`src/rtl/quiz_pkg.sv`:
```
// ---------------------------------------------------------------------------
// quiz_pkg
// Shared definitions for the quiz round sequencer:
//   - state_e    : sequencer states (IDLE, SHOW, ANSWER, RESULT)
//   - default prescaler and round timing constants
//   - SCORE_MAX  : saturation limit of the score counter
// ---------------------------------------------------------------------------
package quiz_pkg;

  typedef enum logic [1:0] {
    IDLE   = 2'd0,
    SHOW   = 2'd1,
    ANSWER = 2'd2,
    RESULT = 2'd3
  } state_e;

  localparam int CLK_DIV_DEF     = 5;   // clk_in cycles per tick
  localparam int SHOW_TICKS_DEF  = 3;   // ticks the question stays on screen
  localparam int ROUND_TICKS_DEF = 10;  // ticks allowed for an answer
  localparam int DIV_W_DEF       = 4;   // prescaler counter width

  localparam logic [7:0] SCORE_MAX = 8'd255;

endpackage : quiz_pkg

```
`src/rtl/quiz_round_sequencer_tick_gen.sv`:
```
// ---------------------------------------------------------------------------
// quiz_tick_gen
// Prescaler turning clk_in into a one-cycle tick every CLK_DIV cycles.
// Ports:
//   clk_in   system clock
//   reset_n  asynchronous active-low reset
//   run      counting enabled; while low the counter is held at 0
//   clear    synchronous clear of the counter (restarts the tick phase)
//   tick     high for the cycle in which the counter sits at CLK_DIV-1
// ---------------------------------------------------------------------------
module quiz_tick_gen #(
  parameter int CLK_DIV = 5,
  parameter int DIV_W   = 4
) (
  input  logic clk_in,
  input  logic reset_n,
  input  logic run,
  input  logic clear,
  output logic tick
);

  localparam logic [DIV_W-1:0] CNT_LAST = DIV_W'(CLK_DIV - 1);

  logic [DIV_W-1:0] div_cnt_q, div_cnt_d;

  // NOTE: every always_comb output gets a default first, so no path leaves it unassigned and no latch is inferred.
  always_comb begin
    div_cnt_d = div_cnt_q;
    if (!run || clear) begin
      div_cnt_d = '0;
    end else if (div_cnt_q == CNT_LAST) begin
      div_cnt_d = '0;
    end else begin
      div_cnt_d = div_cnt_q + 1'b1;
    end
  end

  // NOTE: state registers use non-blocking assignments so all flops update together at the edge.
  always_ff @(posedge clk_in or negedge reset_n) begin
    if (!reset_n) begin
      div_cnt_q <= '0;
    end else begin
      div_cnt_q <= div_cnt_d;
    end
  end

  // Decode of registered state only, so tick is glitch-free and drops in IDLE.
  assign tick = run && (div_cnt_q == CNT_LAST);

endmodule : quiz_tick_gen

```
`src/rtl/quiz_round_sequencer.sv`:
```
// ---------------------------------------------------------------------------
// quiz_round_sequencer
// Runs one quiz round: question display window (SHOW), answer window with a
// countdown (ANSWER), then a one-cycle result pulse (RESULT).
// Ports:
//   clk_in, reset_n          clock, asynchronous active-low reset
//   start                    begin a round (only honoured in IDLE)
//   abort                    return to IDLE from any state, no result
//   answer_valid             player answer strobe (only honoured in ANSWER)
//   answer_correct           correctness of the answer, qualified by answer_valid
//   tick                     prescaler pulse, only outside IDLE
//   show_en / answer_en      state decodes for SHOW / ANSWER
//   time_left                remaining answer ticks
//   round_done               one-cycle pulse while in RESULT
//   timed_out, last_correct  outcome of the last round
//   score                    saturating count of correct answers
// ---------------------------------------------------------------------------
module quiz_round_sequencer
  import quiz_pkg::*;
#(
  parameter int CLK_DIV     = CLK_DIV_DEF,
  parameter int SHOW_TICKS  = SHOW_TICKS_DEF,
  parameter int ROUND_TICKS = ROUND_TICKS_DEF,
  parameter int DIV_W       = DIV_W_DEF
) (
  input  logic       clk_in,
  input  logic       reset_n,
  input  logic       start,
  input  logic       abort,
  input  logic       answer_valid,
  input  logic       answer_correct,
  output logic       tick,
  output logic       show_en,
  output logic       answer_en,
  output logic [7:0] time_left,
  output logic       round_done,
  output logic       timed_out,
  output logic       last_correct,
  output logic [7:0] score
);

  localparam logic [7:0] SHOW_LAST  = 8'(SHOW_TICKS - 1);
  localparam logic [7:0] ROUND_LOAD = 8'(ROUND_TICKS);

  state_e     state_q, state_d;
  logic [7:0] show_cnt_q, show_cnt_d;
  logic [7:0] time_left_q, time_left_d;
  logic       timed_out_q, timed_out_d;
  logic       last_correct_q, last_correct_d;
  logic [7:0] score_q, score_d;

  logic tick_w;
  logic div_run;
  logic div_clear;

  // The prescaler only runs during a round; restarting it on start makes the
  // first tick land exactly CLK_DIV cycles later, and abort kills the phase.
  assign div_run   = (state_q != IDLE);
  assign div_clear = abort || ((state_q == IDLE) && start);

  quiz_tick_gen #(
    .CLK_DIV (CLK_DIV),
    .DIV_W   (DIV_W)
  ) u_tick_gen (
    .clk_in  (clk_in),
    .reset_n (reset_n),
    .run     (div_run),
    .clear   (div_clear),
    .tick    (tick_w)
  );

  always_comb begin
    state_d        = state_q;
    show_cnt_d     = show_cnt_q;
    time_left_d    = time_left_q;
    timed_out_d    = timed_out_q;
    last_correct_d = last_correct_q;
    score_d        = score_q;

    if (abort) begin
      state_d = IDLE;
    end else begin
      unique case (state_q)
        IDLE: begin
          if (start) begin
            state_d        = SHOW;
            show_cnt_d     = '0;
            timed_out_d    = 1'b0;
            last_correct_d = 1'b0;
          end
        end

        SHOW: begin
          if (tick_w) begin
            if (show_cnt_q == SHOW_LAST) begin
              state_d     = ANSWER;
              time_left_d = ROUND_LOAD;
            end else begin
              show_cnt_d = show_cnt_q + 8'd1;
            end
          end
        end

        ANSWER: begin
          // An answer beats a coinciding final tick: no timeout, no decrement.
          if (answer_valid) begin
            state_d        = RESULT;
            last_correct_d = answer_correct;
            if (answer_correct && (score_q != SCORE_MAX)) begin
              score_d = score_q + 8'd1;
            end
          end else if (tick_w) begin
            // <= 1 rather than == 1 keeps time_left from ever wrapping below 0.
            if (time_left_q <= 8'd1) begin
              time_left_d = '0;
              timed_out_d = 1'b1;
              state_d     = RESULT;
            end else begin
              time_left_d = time_left_q - 8'd1;
            end
          end
        end

        RESULT: begin
          state_d = IDLE;
        end

        default: begin
          state_d = IDLE;
        end
      endcase
    end
  end

  always_ff @(posedge clk_in or negedge reset_n) begin
    if (!reset_n) begin
      state_q        <= IDLE;
      show_cnt_q     <= '0;
      time_left_q    <= '0;
      timed_out_q    <= 1'b0;
      last_correct_q <= 1'b0;
      score_q        <= '0;
    end else begin
      state_q        <= state_d;
      show_cnt_q     <= show_cnt_d;
      time_left_q    <= time_left_d;
      timed_out_q    <= timed_out_d;
      last_correct_q <= last_correct_d;
      score_q        <= score_d;
    end
  end

  // round_done decodes the registered state, so an abort sampled during
  // RESULT cannot suppress the pulse already on the wire.
  assign tick         = tick_w;
  assign show_en      = (state_q == SHOW);
  assign answer_en    = (state_q == ANSWER);
  assign round_done   = (state_q == RESULT);
  assign time_left    = time_left_q;
  assign timed_out    = timed_out_q;
  assign last_correct = last_correct_q;
  assign score        = score_q;

endmodule : quiz_round_sequencer

```
`config.mk`:
```
export PLATFORM = sky130hd
export DESIGN_NAME = quiz_round_sequencer
export DESIGN_NICKNAME = d
export VERILOG_FILES = /design/src/rtl/quiz_pkg.sv /design/src/rtl/quiz_round_sequencer_tick_gen.sv /design/src/rtl/quiz_round_sequencer.sv
export SDC_FILE = /design/constraint.sdc
export NUM_CORES = 1
export LEC_CHECK = 0
export ABC_AREA = 0
export CORE_MARGIN = 4
export CORE_UTILIZATION = 48
export CTS_BUF_LIST = sky130_fd_sc_hd__clkbuf_16
export CTS_CLUSTER_SIZE = 12
export DETAILED_ROUTE_END_ITERATION = 6
export GPL_TIMING_DRIVEN = 0
export PLACE_DENSITY = 0.86
export SLEW_MARGIN = 15
export SYNTH_ARGS = -nofsm -noshare
export SYNTH_HDL_FRONTEND = slang
export SYNTH_SLANG_ARGS = --single-unit
export TNS_END_PERCENT = 50
```
`constraint.sdc`:
```
create_clock -name clk_in -period 2.2 [get_ports clk_in]
set_input_delay 0.44 -clock clk_in [delete_from_list [all_inputs] [get_ports clk_in]]
set_output_delay 0.44 -clock clk_in [all_outputs]
set_load 0.1 [all_outputs]
```
==> results.toml <==
[sta]
finalCriticalPeriod_ns = 2.37
drv_slew = 0
worst_pin_slew_ns = 0.987
rsz0062_at_grt = "yes"
final_hold_viol_count = 0
finalClockSkew_ns = 0.00419
period_share = 1.08
hold_slack_ns = 0.221
fin_ws_ns = -0.166
setup_viol = 11
relSlewSlack = 0.345
clock.fmax_mhz = 423

[setup_path]
path_class = "flip-flop to flip-flop"
worstPathCellList = "inv_1 -> ha_2 -> or4b_4 -> o31a_1 -> or3_4 -> buf_6 -> o21ai_1 -> o41ai_1"
end_kind = "flip-flop"
critical-path-max-stage-delay_ns = 0.46
crit_arrival_ns = 2.49
cp-start-kind = "flip-flop"
worstPathRequired_ns = 2.33
path_buf_inv = 2
critPathTopFamily = "simple AND/OR/NAND/NOR gates"
worstPathMaxFanout = 8
crit_slowest_cell = "or4b_4"

[final_layout]
multiInputGateArea_mm2 = 0.00102
n_fill_cell = 297
n_antenna_cell = 0
utilization = 0.672
layout_common_cells = "26 x dfrtp_1, 18 x dlygate4sd2_1, 13 x inv_1, 13 x nor2_1, 13 x nand2_1"
final_layout_size_suffix_gt1_frac = 0.209
area_delta_synth_final_pct = 34.4
final_common_cell = "dfrtp_1"
nets = 251
fin_area_mm2 = 0.00246
ff_latch_area_um2 = 808

[clock_network]
cts_tree = "done"
cts-root-buf = "clkbuf_16"
clk_latency_ns = 0.28
clk_pin_slew_ns = 0.05
clk_path_buf_depth = 2
hold_buffers = 0
cts_max_level = 2
cts_made_buffers = 5
cts_sinks = 32

[place]
port_buffers = 27
dp_slack_ns = -0.593
gp_congestion = 0.780
hpwlAfterDp_um = 2850
placed_area_mm2 = 0.00221

[global_route]
grt_overflow_total = 0
antenna_found_initial = 0
grt_pass1_wl_um = 7070
grt_util_all_layers = 0.184
grt_pass1_vias = 1497
grt_max_degree = 33

[detailed_routing]
routed_wl_um = 4210
dr.pass1.iters = 4
drtIter0Drc = 92
wire_per_inst_um = 14.9
postRouteAntennaNets = 0
avgViaCountPerCell = 5.67
vias = 1605
drc = 0

[yosys]
netlist.area_leader.share = 0.437
synth_area_leaders = "dfrtp_1 44%, ha_1 7.5%, inv_1 3.1%, nand2_1 2.9%, nor2_1 2.9%"
yosysSeqAreaShare = 0.437
synth_cell_types = 43
synth_area_leader_cell = "dfrtp_1"
synth.avg_cell_area_um2 = 9.44
ys_warn_count = 0
synth_ff_type = "dfrtp_1"
synth_edf_count = 0
synth_cells = 194
netlist_area_mm2 = 0.00183
syn_nets = 211
synthArstFlopShare = 1.00
synth_seq_cells = 32

[power]
p_seq_frac = 0.256
pwr_density_cell_mw_per_mm2 = 1200
vdd_ir_drop_max_v = 0.000729
p_int_uw = 1650
pwr-share-comb = 0.481
p_sw_frac = 0.441
cellLeakagePower_uw = 0.00112
power.switching_uw = 1300
pwr-share-clk = 0.263

[die]
initial_utilization = 0.500
die-area_mm2 = 0.00487
die_h_um = 69.8
die_w_um = 69.8
fp-row-count = 22
design.portCount = 28
core_area_mm2 = 0.00366

[job]
cap_violations = 0

[min_path]
holdCritPathClass = "input pin to asynchronous set/reset pin"

[status]
status = "finished, violations left"
violations = "negative setup slack"
path summary, 6_finish.rpt:
| path | slack (ns) | endpoint | start | cells after the start |
|---|---|---|---|---|
| setup / recovery | -0.17 | time_left[5]$_DFFE_PN0P_ | show_cnt_q[0]$_DFFE_PN0P_ | 8 |
| hold / removal | 0.22 | last_correct$_DFFE_PN0P_ | reset_n | 1 |
| setup reg to reg | -0.17 | time_left[5]$_DFFE_PN0P_ | show_cnt_q[0]$_DFFE_PN0P_ | 8 |
| hold reg to reg | 0.49 | score[0]$_DFFE_PN0P_ | score[0]$_DFFE_PN0P_ | 1 |
| max in group asynchronous | 1.48 | score[1]$_DFFE_PN0P_ | reset_n | 1 |
| min in group clk_in | 0.49 | score[0]$_DFFE_PN0P_ | score[0]$_DFFE_PN0P_ | 1 |
state kept, by name, summed over array words and instances, names as in the netlist:
signal / cells
last_correct: 1
score: 8
show_cnt_q: 8
state_q: 2
time_left: 8
timed_out: 1
u_tick_gen.div_cnt_q: 4
area by class of cell:
type                    instances  area share
plain buffers                   6      0.0168
flip-flops and latches         32       0.329
clock inverters                 3      0.0173
repair buffers                 34       0.123
well taps                      48      0.0244
multi-input cells             140       0.415
clock buffers                   5      0.0509
inverters                      15      0.0244
power groups by stage:
stage	Sequential, uW	Combinational (uW)	Clock [uW]
floorplan	1100	717	0
global placement	786	1280	0
detailed placement	789	1300	0
CTS	754	1410	795
global route	772	1520	831
finish	758	1420	777
through the flow:
step	power (uW)	TNS (ns)	instances
after CTS	2960	-0.396	284
final	2960	-0.893	283
after detailed placement	2090	-2.32	269
after floorplan	1820	-2.29	194
after global placement	2060	-1.97	269
after global routing	3120	-1.75	283
cells by family (layout without fill, tap and decap cells):
group                    after synthesis  in the layout  synth area share
flip-flops                            32             32             0.437
AND/OR/NAND/NOR                       69             69             0.198
adder cells (fa/ha/maj)               11             11            0.0752
AO/OA/AOI/OAI                         50             50             0.186
XOR/XNOR                               8              8            0.0383
multiplexers                           2              2            0.0116
buffers and inverters                 22             63            0.0533
cells in the mapped netlist (2+ instances only):
| cell type | n |
|---|---|
| or4_1 | 2 |
| and3_1 | 2 |
| nand2b_1 | 3 |
| a31oi_1 | 4 |
| ha_1 | 11 |
| nor2b_1 | 2 |
| nor3_1 | 8 |
| nand3_1 | 7 |
| nand4_1 | 4 |
| o22ai_1 | 2 |
| o21ai_0 | 9 |
| a41oi_1 | 2 |
| nor2_1 | 14 |
| a21o_1 | 4 |
| o31ai_1 | 4 |
| a22o_1 | 2 |
| a21oi_1 | 7 |
| inv_1 | 15 |
| or3_1 | 5 |
| o41ai_1 | 4 |
| xor2_1 | 3 |
| nand2_1 | 14 |
| o211ai_1 | 3 |
| o21ai_1 | 3 |
| dfrtp_1 | 32 |
| xnor2_1 | 5 |
| o21a_1 | 2 |
| buf_6 | 2 |
| clkbuf_1 | 5 |
repair_timing:
action                     CTS  global route
pin swaps                    3             6
setup endpoints to repair   32            13
resized for setup           41             7
setup buffers                6             1
cloned                       1             0
metal layers:
layer	up-vias	wire length, um	GRT usage
met1	771	1820	0.220
met3	7	178	0.0493
li1	791	-	-
met5	-	0	0
met4	0	83	0.0766
met2	36	2130	0.313
No activity file was read; power rests on OpenSTA's default activity.
